<file path="config.mk">
export PLATFORM = sky130hd
export DESIGN_NAME = rom_dl_sched_flat
export DESIGN_NICKNAME = d
export VERILOG_FILES = /design/src/rtl/rom_dl_pkg.sv /design/src/rtl/rom_dl_sched_if.sv /design/src/rtl/dl_fifo.sv /design/src/rtl/rom_dl_sched.sv /design/src/flat_wrapper.sv
export SDC_FILE = /design/constraint.sdc
export NUM_CORES = 1
export LEC_CHECK = 0
export CORE_MARGIN = 2
export CORE_UTILIZATION = 50
export CTS_CLUSTER_DIAMETER = 80
export DETAILED_ROUTE_END_ITERATION = 10
export PLACE_DENSITY = 0.8
export SLEW_MARGIN = 20
export SYNTH_ARGS = -nofsm -noshare
export SYNTH_HDL_FRONTEND = slang
export SYNTH_SLANG_ARGS = --single-unit
</file>
<file path="constraint.sdc">
create_clock -name clk_sys -period 5.4 [get_ports clk_sys]
set_clock_uncertainty 0.05 [all_clocks]
set_input_delay 0.54 -clock clk_sys [delete_from_list [all_inputs] [get_ports clk_sys]]
set_output_delay 0.54 -clock clk_sys [all_outputs]
set_load 0.01 [all_outputs]
</file>
<file path="src/rtl/rom_dl_pkg.sv">
// rom_dl_pkg: shared types and constants for the ROM download scheduler.
//   DL_AW        ioctl byte-address width
//   ST_*         scheduler state encodings (also exported on dbg_state_o)
//   dl_state_e   named view of the same encodings
//   dl_entry_t   one buffered byte write {addr, data}
package rom_dl_pkg;

  localparam int DL_AW = 24;

  localparam logic [1:0] ST_INIT = 2'd0;
  localparam logic [1:0] ST_IDLE = 2'd1;
  localparam logic [1:0] ST_WAIT = 2'd2;

  typedef enum logic [1:0] {
    INIT = ST_INIT,
    IDLE = ST_IDLE,
    WAIT = ST_WAIT
  } dl_state_e;

  typedef struct packed {
    logic [DL_AW-1:0] addr;
    logic [7:0]       data;
  } dl_entry_t;

endpackage

</file>
<file path="src/rtl/rom_dl_sched_if.sv">
// rom_dl_sched_if: bundles the ioctl download bus, both SDRAM write ports,
// the BRAM write bus and the status flags of rom_dl_sched.
//   slave  modport: the scheduler's view (drives requests, BRAM bus, status)
//   master modport: the environment's view (drives ioctl and SDRAM acks)
// Optional: ROMDL_CHECKSUM_EN adds dl_sum (16-bit wrapping sum of bytes
// sent to SDRAM).
//
// SDRAM port handshake: a request is issued by toggling portN_req; it is
// complete when portN_ack equals portN_req. A new request is only issued
// once both ports have completed, and a/ds/d/we are held while any port is
// still outstanding.
interface rom_dl_sched_if;
  import rom_dl_pkg::*;

  logic             ioctl_downl;
  logic             ioctl_wr;
  logic [DL_AW-1:0] ioctl_addr;
  logic [7:0]       ioctl_dout;

  logic             port1_req;
  logic             port1_ack;
  logic [22:0]      port1_a;
  logic [1:0]       port1_ds;
  logic [15:0]      port1_d;
  logic             port1_we;

  logic             port2_req;
  logic             port2_ack;
  logic [22:0]      port2_a;
  logic [1:0]       port2_ds;
  logic [15:0]      port2_d;
  logic             port2_we;

  logic             bram_wr;
  logic [15:0]      bram_addr;
  logic [7:0]       bram_data;

  logic             busy;
  logic             rom_loaded;
  logic             overflow;
`ifdef ROMDL_CHECKSUM_EN
  logic [15:0]      dl_sum;
`endif

  modport slave (
    input  ioctl_downl, ioctl_wr, ioctl_addr, ioctl_dout,
    input  port1_ack, port2_ack,
    output port1_req, port1_a, port1_ds, port1_d, port1_we,
    output port2_req, port2_a, port2_ds, port2_d, port2_we,
    output bram_wr, bram_addr, bram_data,
    output busy, rom_loaded, overflow
`ifdef ROMDL_CHECKSUM_EN
    , output dl_sum
`endif
  );

  modport master (
    output ioctl_downl, ioctl_wr, ioctl_addr, ioctl_dout,
    output port1_ack, port2_ack,
    input  port1_req, port1_a, port1_ds, port1_d, port1_we,
    input  port2_req, port2_a, port2_ds, port2_d, port2_we,
    input  bram_wr, bram_addr, bram_data,
    input  busy, rom_loaded, overflow
`ifdef ROMDL_CHECKSUM_EN
    , input dl_sum
`endif
  );

endinterface

</file>
<file path="src/rtl/dl_fifo.sv">
// dl_fifo: small synchronous FIFO of dl_entry_t with a fall-through head.
//   clk_i, rst_ni  clock, async active-low reset (pointers only)
//   push_i, din_i  write request and entry; ignored when full unless a pop
//                  happens in the same cycle (the pop frees the slot)
//   pop_i          consume head; ignored when empty
//   dout_o         current head entry (valid while !empty_o)
//   full_o/empty_o occupancy flags
// DEPTH must be a power of two, at least 2.
module dl_fifo
  import rom_dl_pkg::*;
#(
  parameter int DEPTH = 4
) (
  input  logic      clk_i,
  input  logic      rst_ni,
  input  logic      push_i,
  input  dl_entry_t din_i,
  input  logic      pop_i,
  output dl_entry_t dout_o,
  output logic      full_o,
  output logic      empty_o
);

  localparam int AW = $clog2(DEPTH);

  dl_entry_t   mem_q [DEPTH];
  logic [AW:0] wr_ptr_q, rd_ptr_q;
  logic        do_push, do_pop;

  // Extra pointer MSB distinguishes full from empty when indices match.
  assign empty_o = (wr_ptr_q == rd_ptr_q);
  assign full_o  = (wr_ptr_q[AW] != rd_ptr_q[AW]) &&
                   (wr_ptr_q[AW-1:0] == rd_ptr_q[AW-1:0]);

  assign do_pop  = pop_i && !empty_o;
  assign do_push = push_i && (!full_o || do_pop);
  assign dout_o  = mem_q[rd_ptr_q[AW-1:0]];

  always_ff @(posedge clk_i or negedge rst_ni) begin
    if (!rst_ni) begin
      wr_ptr_q <= '0;
      rd_ptr_q <= '0;
    end else begin
      if (do_push) wr_ptr_q <= wr_ptr_q + (AW+1)'(1);
      if (do_pop)  rd_ptr_q <= rd_ptr_q + (AW+1)'(1);
    end
  end

  always_ff @(posedge clk_i) begin
    if (do_push) mem_q[wr_ptr_q[AW-1:0]] <= din_i;
  end

endmodule

</file>
<file path="src/rtl/rom_dl_sched.sv">
// rom_dl_sched: schedules ROM download bytes from data_io into the two
// mirrored SDRAM write ports and the on-chip BRAM write bus, in the 48 MHz
// SDRAM clock domain.
//   clk_sys      system/SDRAM clock
//   reset_n      async active-low reset
//   bus          rom_dl_sched_if.slave (ioctl in, SDRAM ports, BRAM bus,
//                busy / rom_loaded / overflow status)
//   dbg_state_o  current scheduler state (ST_INIT/ST_IDLE/ST_WAIT)
// Parameters: FIFO_DEPTH (power of two, >= 2), BRAM_HI (ioctl_addr[23:16]
// value that also writes BRAM).
// Optional: ROMDL_CHECKSUM_EN adds bus.dl_sum, a wrapping sum of the bytes
// popped to SDRAM, cleared when a download starts.
module rom_dl_sched
  import rom_dl_pkg::*;
#(
  parameter int         FIFO_DEPTH = 4,
  parameter logic [7:0] BRAM_HI    = 8'h00
) (
  input  logic          clk_sys,
  input  logic          reset_n,
  rom_dl_sched_if.slave bus,
  output logic [1:0]    dbg_state_o
);

  logic [1:0]  state_q, state_d;
  logic        req1_q, req1_d, req2_q, req2_d;
  logic        we_q, we_d;
  logic [22:0] a_q, a_d;
  logic [1:0]  ds_q, ds_d;
  logic [15:0] d_q, d_d;

  logic        wr_last_q, downl_last_q;
  logic        dl_seen_q, dl_seen_d;
  logic        overflow_q, overflow_d;
  logic        rom_loaded_q, rom_loaded_d;
  logic        bram_wr_q, bram_wr_d;
  logic [15:0] bram_addr_q, bram_addr_d;
  logic [7:0]  bram_data_q, bram_data_d;

  logic        wr_edge, downl_rise, pop;
  logic        fifo_full, fifo_empty, acks_done;
  dl_entry_t   push_entry, head;

  // A new byte is a rising strobe while a download is active.
  assign wr_edge    = bus.ioctl_wr && !wr_last_q && bus.ioctl_downl;
  assign downl_rise = bus.ioctl_downl && !downl_last_q;
  assign push_entry = {bus.ioctl_addr, bus.ioctl_dout};
  assign pop        = (state_q == ST_IDLE) && !fifo_empty;
  assign acks_done  = (bus.port1_ack == req1_q) && (bus.port2_ack == req2_q);

  dl_fifo #(.DEPTH(FIFO_DEPTH)) u_fifo (
    .clk_i   (clk_sys),
    .rst_ni  (reset_n),
    .push_i  (wr_edge),
    .din_i   (push_entry),
    .pop_i   (pop),
    .dout_o  (head),
    .full_o  (fifo_full),
    .empty_o (fifo_empty)
  );

  always_comb begin
    state_d = state_q;
    req1_d  = req1_q;
    req2_d  = req2_q;
    we_d    = we_q;
    a_d     = a_q;
    ds_d    = ds_q;
    d_d     = d_q;
    case (state_q)
      // The SDRAM controller is not reset with us; adopt its ack levels so
      // no phantom request appears after reset.
      ST_INIT: begin
        req1_d  = bus.port1_ack;
        req2_d  = bus.port2_ack;
        state_d = ST_IDLE;
      end
      ST_IDLE: begin
        if (!fifo_empty) begin
          a_d     = head.addr[23:1];
          ds_d    = {head.addr[0], ~head.addr[0]};
          d_d     = {head.data, head.data};
          we_d    = 1'b1;
          req1_d  = ~req1_q;
          req2_d  = ~req2_q;
          state_d = ST_WAIT;
        end
      end
      ST_WAIT: begin
        if (acks_done) begin
          we_d    = 1'b0;
          state_d = ST_IDLE;
        end
      end
      default: state_d = ST_INIT;
    endcase
  end

  always_comb begin
    dl_seen_d    = dl_seen_q || bus.ioctl_downl;
    overflow_d   = overflow_q;
    rom_loaded_d = rom_loaded_q;
    bram_wr_d    = wr_edge && (bus.ioctl_addr[23:16] == BRAM_HI);
    bram_addr_d  = bram_addr_q;
    bram_data_d  = bram_data_q;
    if (wr_edge) begin
      bram_addr_d = bus.ioctl_addr[15:0];
      bram_data_d = bus.ioctl_dout;
    end
    if (downl_rise) begin
      overflow_d   = 1'b0;
      rom_loaded_d = 1'b0;
    end else if (!bus.ioctl_downl && (state_q == ST_IDLE) && fifo_empty && dl_seen_q) begin
      rom_loaded_d = 1'b1;
    end
    // Dropped only if no pop frees a slot in the same cycle.
    if (wr_edge && fifo_full && !pop) overflow_d = 1'b1;
  end

  always_ff @(posedge clk_sys or negedge reset_n) begin
    if (!reset_n) begin
      state_q      <= ST_INIT;
      req1_q       <= 1'b0;
      req2_q       <= 1'b0;
      we_q         <= 1'b0;
      a_q          <= '0;
      ds_q         <= '0;
      d_q          <= '0;
      wr_last_q    <= 1'b0;
      downl_last_q <= 1'b0;
      dl_seen_q    <= 1'b0;
      overflow_q   <= 1'b0;
      rom_loaded_q <= 1'b0;
      bram_wr_q    <= 1'b0;
      bram_addr_q  <= '0;
      bram_data_q  <= '0;
    end else begin
      state_q      <= state_d;
      req1_q       <= req1_d;
      req2_q       <= req2_d;
      we_q         <= we_d;
      a_q          <= a_d;
      ds_q         <= ds_d;
      d_q          <= d_d;
      wr_last_q    <= bus.ioctl_wr;
      downl_last_q <= bus.ioctl_downl;
      dl_seen_q    <= dl_seen_d;
      overflow_q   <= overflow_d;
      rom_loaded_q <= rom_loaded_d;
      bram_wr_q    <= bram_wr_d;
      bram_addr_q  <= bram_addr_d;
      bram_data_q  <= bram_data_d;
    end
  end

`ifdef ROMDL_CHECKSUM_EN
  logic [15:0] sum_q, sum_d;

  always_comb begin
    sum_d = sum_q;
    if (downl_rise)  sum_d = '0;
    else if (pop)    sum_d = sum_q + {8'h00, head.data};
  end

  always_ff @(posedge clk_sys or negedge reset_n) begin
    if (!reset_n) sum_q <= '0;
    else          sum_q <= sum_d;
  end

  assign bus.dl_sum = sum_q;
`endif

  // Both ports carry the same write; port2 mirrors port1.
  assign bus.port1_req  = req1_q;
  assign bus.port1_a    = a_q;
  assign bus.port1_ds   = ds_q;
  assign bus.port1_d    = d_q;
  assign bus.port1_we   = we_q;
  assign bus.port2_req  = req2_q;
  assign bus.port2_a    = a_q;
  assign bus.port2_ds   = ds_q;
  assign bus.port2_d    = d_q;
  assign bus.port2_we   = we_q;
  assign bus.bram_wr    = bram_wr_q;
  assign bus.bram_addr  = bram_addr_q;
  assign bus.bram_data  = bram_data_q;
  assign bus.busy       = !fifo_empty || (state_q != ST_IDLE);
  assign bus.rom_loaded = rom_loaded_q;
  assign bus.overflow   = overflow_q;
  assign dbg_state_o    = state_q;

endmodule

</file>
<file path="src/flat_wrapper.sv">
// flat-port wrapper written by rule: the top's interface ports become plain ports
module rom_dl_sched_flat import rom_dl_pkg::*;
#(
  parameter int         FIFO_DEPTH = 4,
  parameter logic [7:0] BRAM_HI    = 8'h00
)
  (clk_sys, reset_n, dbg_state_o, bus_ioctl_downl, bus_ioctl_wr, bus_ioctl_addr, bus_ioctl_dout, bus_port1_ack, bus_port2_ack, bus_port1_req, bus_port1_a, bus_port1_ds, bus_port1_d, bus_port1_we, bus_port2_req, bus_port2_a, bus_port2_ds, bus_port2_d, bus_port2_we, bus_bram_wr, bus_bram_addr, bus_bram_data, bus_busy, bus_rom_loaded, bus_overflow);
  rom_dl_sched_if bus_i ();
  input  logic clk_sys;
  input  logic reset_n;
  output logic [1:0] dbg_state_o;
  input wire logic [$bits(bus_i.ioctl_downl)-1:0] bus_ioctl_downl;
  input wire logic [$bits(bus_i.ioctl_wr)-1:0] bus_ioctl_wr;
  input wire logic [$bits(bus_i.ioctl_addr)-1:0] bus_ioctl_addr;
  input wire logic [$bits(bus_i.ioctl_dout)-1:0] bus_ioctl_dout;
  input wire logic [$bits(bus_i.port1_ack)-1:0] bus_port1_ack;
  input wire logic [$bits(bus_i.port2_ack)-1:0] bus_port2_ack;
  output wire logic [$bits(bus_i.port1_req)-1:0] bus_port1_req;
  output wire logic [$bits(bus_i.port1_a)-1:0] bus_port1_a;
  output wire logic [$bits(bus_i.port1_ds)-1:0] bus_port1_ds;
  output wire logic [$bits(bus_i.port1_d)-1:0] bus_port1_d;
  output wire logic [$bits(bus_i.port1_we)-1:0] bus_port1_we;
  output wire logic [$bits(bus_i.port2_req)-1:0] bus_port2_req;
  output wire logic [$bits(bus_i.port2_a)-1:0] bus_port2_a;
  output wire logic [$bits(bus_i.port2_ds)-1:0] bus_port2_ds;
  output wire logic [$bits(bus_i.port2_d)-1:0] bus_port2_d;
  output wire logic [$bits(bus_i.port2_we)-1:0] bus_port2_we;
  output wire logic [$bits(bus_i.bram_wr)-1:0] bus_bram_wr;
  output wire logic [$bits(bus_i.bram_addr)-1:0] bus_bram_addr;
  output wire logic [$bits(bus_i.bram_data)-1:0] bus_bram_data;
  output wire logic [$bits(bus_i.busy)-1:0] bus_busy;
  output wire logic [$bits(bus_i.rom_loaded)-1:0] bus_rom_loaded;
  output wire logic [$bits(bus_i.overflow)-1:0] bus_overflow;
  assign bus_i.ioctl_downl = bus_ioctl_downl;
  assign bus_i.ioctl_wr = bus_ioctl_wr;
  assign bus_i.ioctl_addr = bus_ioctl_addr;
  assign bus_i.ioctl_dout = bus_ioctl_dout;
  assign bus_i.port1_ack = bus_port1_ack;
  assign bus_i.port2_ack = bus_port2_ack;
  assign bus_port1_req = bus_i.port1_req;
  assign bus_port1_a = bus_i.port1_a;
  assign bus_port1_ds = bus_i.port1_ds;
  assign bus_port1_d = bus_i.port1_d;
  assign bus_port1_we = bus_i.port1_we;
  assign bus_port2_req = bus_i.port2_req;
  assign bus_port2_a = bus_i.port2_a;
  assign bus_port2_ds = bus_i.port2_ds;
  assign bus_port2_d = bus_i.port2_d;
  assign bus_port2_we = bus_i.port2_we;
  assign bus_bram_wr = bus_i.bram_wr;
  assign bus_bram_addr = bus_i.bram_addr;
  assign bus_bram_data = bus_i.bram_data;
  assign bus_busy = bus_i.busy;
  assign bus_rom_loaded = bus_i.rom_loaded;
  assign bus_overflow = bus_i.overflow;
  rom_dl_sched #(.FIFO_DEPTH(FIFO_DEPTH), .BRAM_HI(BRAM_HI)) u_core (.clk_sys(clk_sys), .reset_n(reset_n), .bus(bus_i), .dbg_state_o(dbg_state_o));
endmodule
</file>
==> results.md <==
* Status: finished clean
* Pre-antenna DRT Iters at 4
* Sw power at 1.70 mW
* Synth area leaders: edfxtp_1 (47%), dfrtp_1 (23%), mux4_2 (8.8%)
* R2R cell count at 4
* Initial cell density of the core at between 50% and 60%
* Setup TNS at 0 ns
* Syn nets at 457
* Finished Cell Area at about 10000 um^2
* Worst setup path class: reg2out
* Die Y-Extent at between 100 and 150 um
* CTS buffer count at 21
* Syn avg cell area at between 15 and 20 um^2
* Clock network power share at 23.9%
* Die W at 132 um
* Max clock buf depth at 3
* Hold Fails Final Rpt at 0
* Async SR Flop Fraction at between 30% and 40%
* Max-slew headroom at 36.5%
* Ys Warns at 0
* Synth top area share at ~47%
* Crit path max fanout at 35
* Dpl cell area at about 9500 um^2
* Max-Cap Viols at 0
* Non-Filler Instances at between 700 and 800
* Peak VDD IR at between 0.2 and 0.3 mV
* Startpoint Class: register
* Pins Over Slew Limit at 0
* Largest net degree at the start of global routing at between 40 and 50
* Vias in the first global route at between 4000 and 5000
* Commonest cells post-synth: edfxtp_1 (128), dfrtp_1 (74), buf_4 (52)
* Synth-to-layout area growth at 25.2%
* Vias/cell at ~5.2
* Routed via count at 3996
* CTS tree: yes
* Post-Synthesis Cell Area at between 8000 and 9000 um^2
* Leakage at ~3.7 nW
* Drt drc at 0
* Post-CTS resize count at 0
* Initial drt markers at 186
* Routed Antenna Nets at 0
* CP arrival at 2.67 ns
* Die ar. at ~17000 um^2
* PD cells at 569 nW/um^2
* RSZ-0062 raised after global routing: false
* Leading area contributor after synthesis: edfxtp_1
* CP Data Required Time at between 4 and 5 ns
* CTS Hold Bufs at 1
* Worst-Skew Late Latency at between 0.4 and 0.5 ns
* Library cells used by synthesis at 38
* First-pass GRT wire length at approximately 23000 um
* Fin crit period at approximately 3.3 ns
* Core area at approximately 16000 um^2
* Cell Rows at 46
* Initial antenna violation count at 0
* Fmax at roughly 300 MHz
* Slew @ Worst Pin at about 0.95 ns
* CTS H-Tree Depth at 1
* CTS root buffer: clkbuf_16
* Seq pwr share at 38.3%
* Worst hold path class: reg2reg
* Worst Hold Path Cells at 2
* Switching Fraction at 29.2%
* Flops & latches, synth at 202
* All-layer global routing usage at between 15 and 20%
* Crit path capture type: output pin
* Post-synth top flop: edfxtp_1
* Gp weighted congestion at 0.730
* Dpl cells at between 700 and 800
* Synth Instances at between 400 and 500
* Count leader, synth: edfxtp_1
* Comb pwr share at ~38%
* Post-synth EDFFs at ~130
* Clock transition at the registers of the reported paths at ~0.06 ns
* HPWL reported at the end of detailed placement at 9150 um
* Setup repair bufs after CTS at 0
* # IOs at 154
* Sequential share of the synthesized area at a little over two thirds
* Clock Sinks at about 200
* Fin crit share at between 60 and 70%
* Nets at around 580
* Layout cells sized above 1 at around a quarter
* Final Setup Violations at 0
* N_diodes at 0
* Post-DR wirelength/cell at 19.7 um
* Cell Int Power at about 4 mW
* Number of port buffers at between 150 and 200
* Overflow after GRT at 0
* Routed WL at 15000 um
==> area by class of cell <==
type | instances | area, um^2
clock buffers | 28 | 562
multi-input cells | 142 | 1970
well taps | 216 | 270
clock inverters | 10 | 108
fillers | 1084 | 5680
flip-flops and latches | 202 | 5700
repair buffers | 159 | 1580
inverters | 6 | 22.5
==> layout by cell type (no fill, tap or decap), drive strengths merged, types with 4 or more instances in the layout <==
| master | instances |
|---|---|
| inv | 8 |
| edfxtp | 128 |
| mux4 | 32 |
| xnor2 | 4 |
| mux2 | 58 |
| ha | 5 |
| xor2 | 6 |
| clkinv | 5 |
| dfrtp | 74 |
| clkdlybuf4s50 | 152 |
| clkbuf | 28 |
| buf | 6 |
| o21ai | 5 |
==> cells by family after synthesis <==
group | share of synthesized area [%]
compound gates | 1.87
xor+xnor | 1.63
fa+ha+maj | 0.767
buf+inv | 6.28
flops | 69.9
mux | 18.2
simple gates | 1.38
==> routing by layer <==
layer / track usage, % / share of wire [%]
met5: 0 / 0
met4: 4.53 / 1.1
met3: 4.09 / 6.9
met2: 30.4 / 51
met1: 21.6 / 41
==> power groups by stage <==
stage          Sequential, mW  Clock, mW  Combinational [mW]
5_1_grt                  2.27       1.47                2.33
2_1_floorplan            2.23          0                1.51
3_5_place_dp             2.25          0                2.21
6_report                 2.22       1.39                2.20
4_1_cts                  2.23       1.41                2.23
3_3_place_gp             2.23          0                2.17
==> worst max-delay path: stages, from the launching register on <==
cell and delay [ns]:
dfrtp_2 0.99, xnor2_4 0.26, and3_2 0.30, nand2b_1 0.09, clkdlybuf4s50_1 0.54
==> registers in the layout, indices dropped and copies added, names as in the netlist, 2 cells and up <==
register and count:
u_core.u_fifo.mem_q 128, u_core.bus.port1_a 23, u_core.u_fifo.rd_ptr_q 3, u_core.bus.bram_data 8
u_core.bus.bram_addr 16, u_core.dbg_state_o 2, u_core.bus.port1_ds 2, u_core.u_fifo.wr_ptr_q 3
u_core.bus.port1_d 8
==> stage by stage <==
stage / hold slack [ns] / total power [mW] / setup slack [ns] / util (%)
after global placement: 0.384 / 4.39 / 2.31 / 60.0
after detailed placement: 0.398 / 4.46 / 2.18 / 60.0
final: 0.422 / 5.81 / 2.14 / 64.2
after CTS: 0.412 / 5.87 / 2.13 / 64.2
after global routing: 0.452 / 6.06 / 2.01 / 64.2
after floorplan: 0.194 / 3.74 / 2.23 / -
==> worst paths after layout <==
path                                                  startpoint                                     to  slack [ns]
setup / recovery           u_core.u_fifo.rd_ptr_q[1]$_DFFE_PN0P_                               bus_busy        2.14
hold / removal                        u_core.dl_seen_q$_DFF_PN0_             u_core.dl_seen_q$_DFF_PN0_        0.42
setup reg to reg           u_core.u_fifo.rd_ptr_q[1]$_DFFE_PN0P_     u_core.bus.port1_a[18]$_DFFE_PN0P_        2.35
hold reg to reg                       u_core.dl_seen_q$_DFF_PN0_             u_core.dl_seen_q$_DFF_PN0_        0.42
max in group asynchronous                                reset_n  u_core.u_fifo.rd_ptr_q[1]$_DFFE_PN0P_        3.83
min in group asynchronous                                reset_n    u_core.bus.bram_data[7]$_DFFE_PN0P_        0.47
Note: power is estimated with default switching activity, not from simulation.
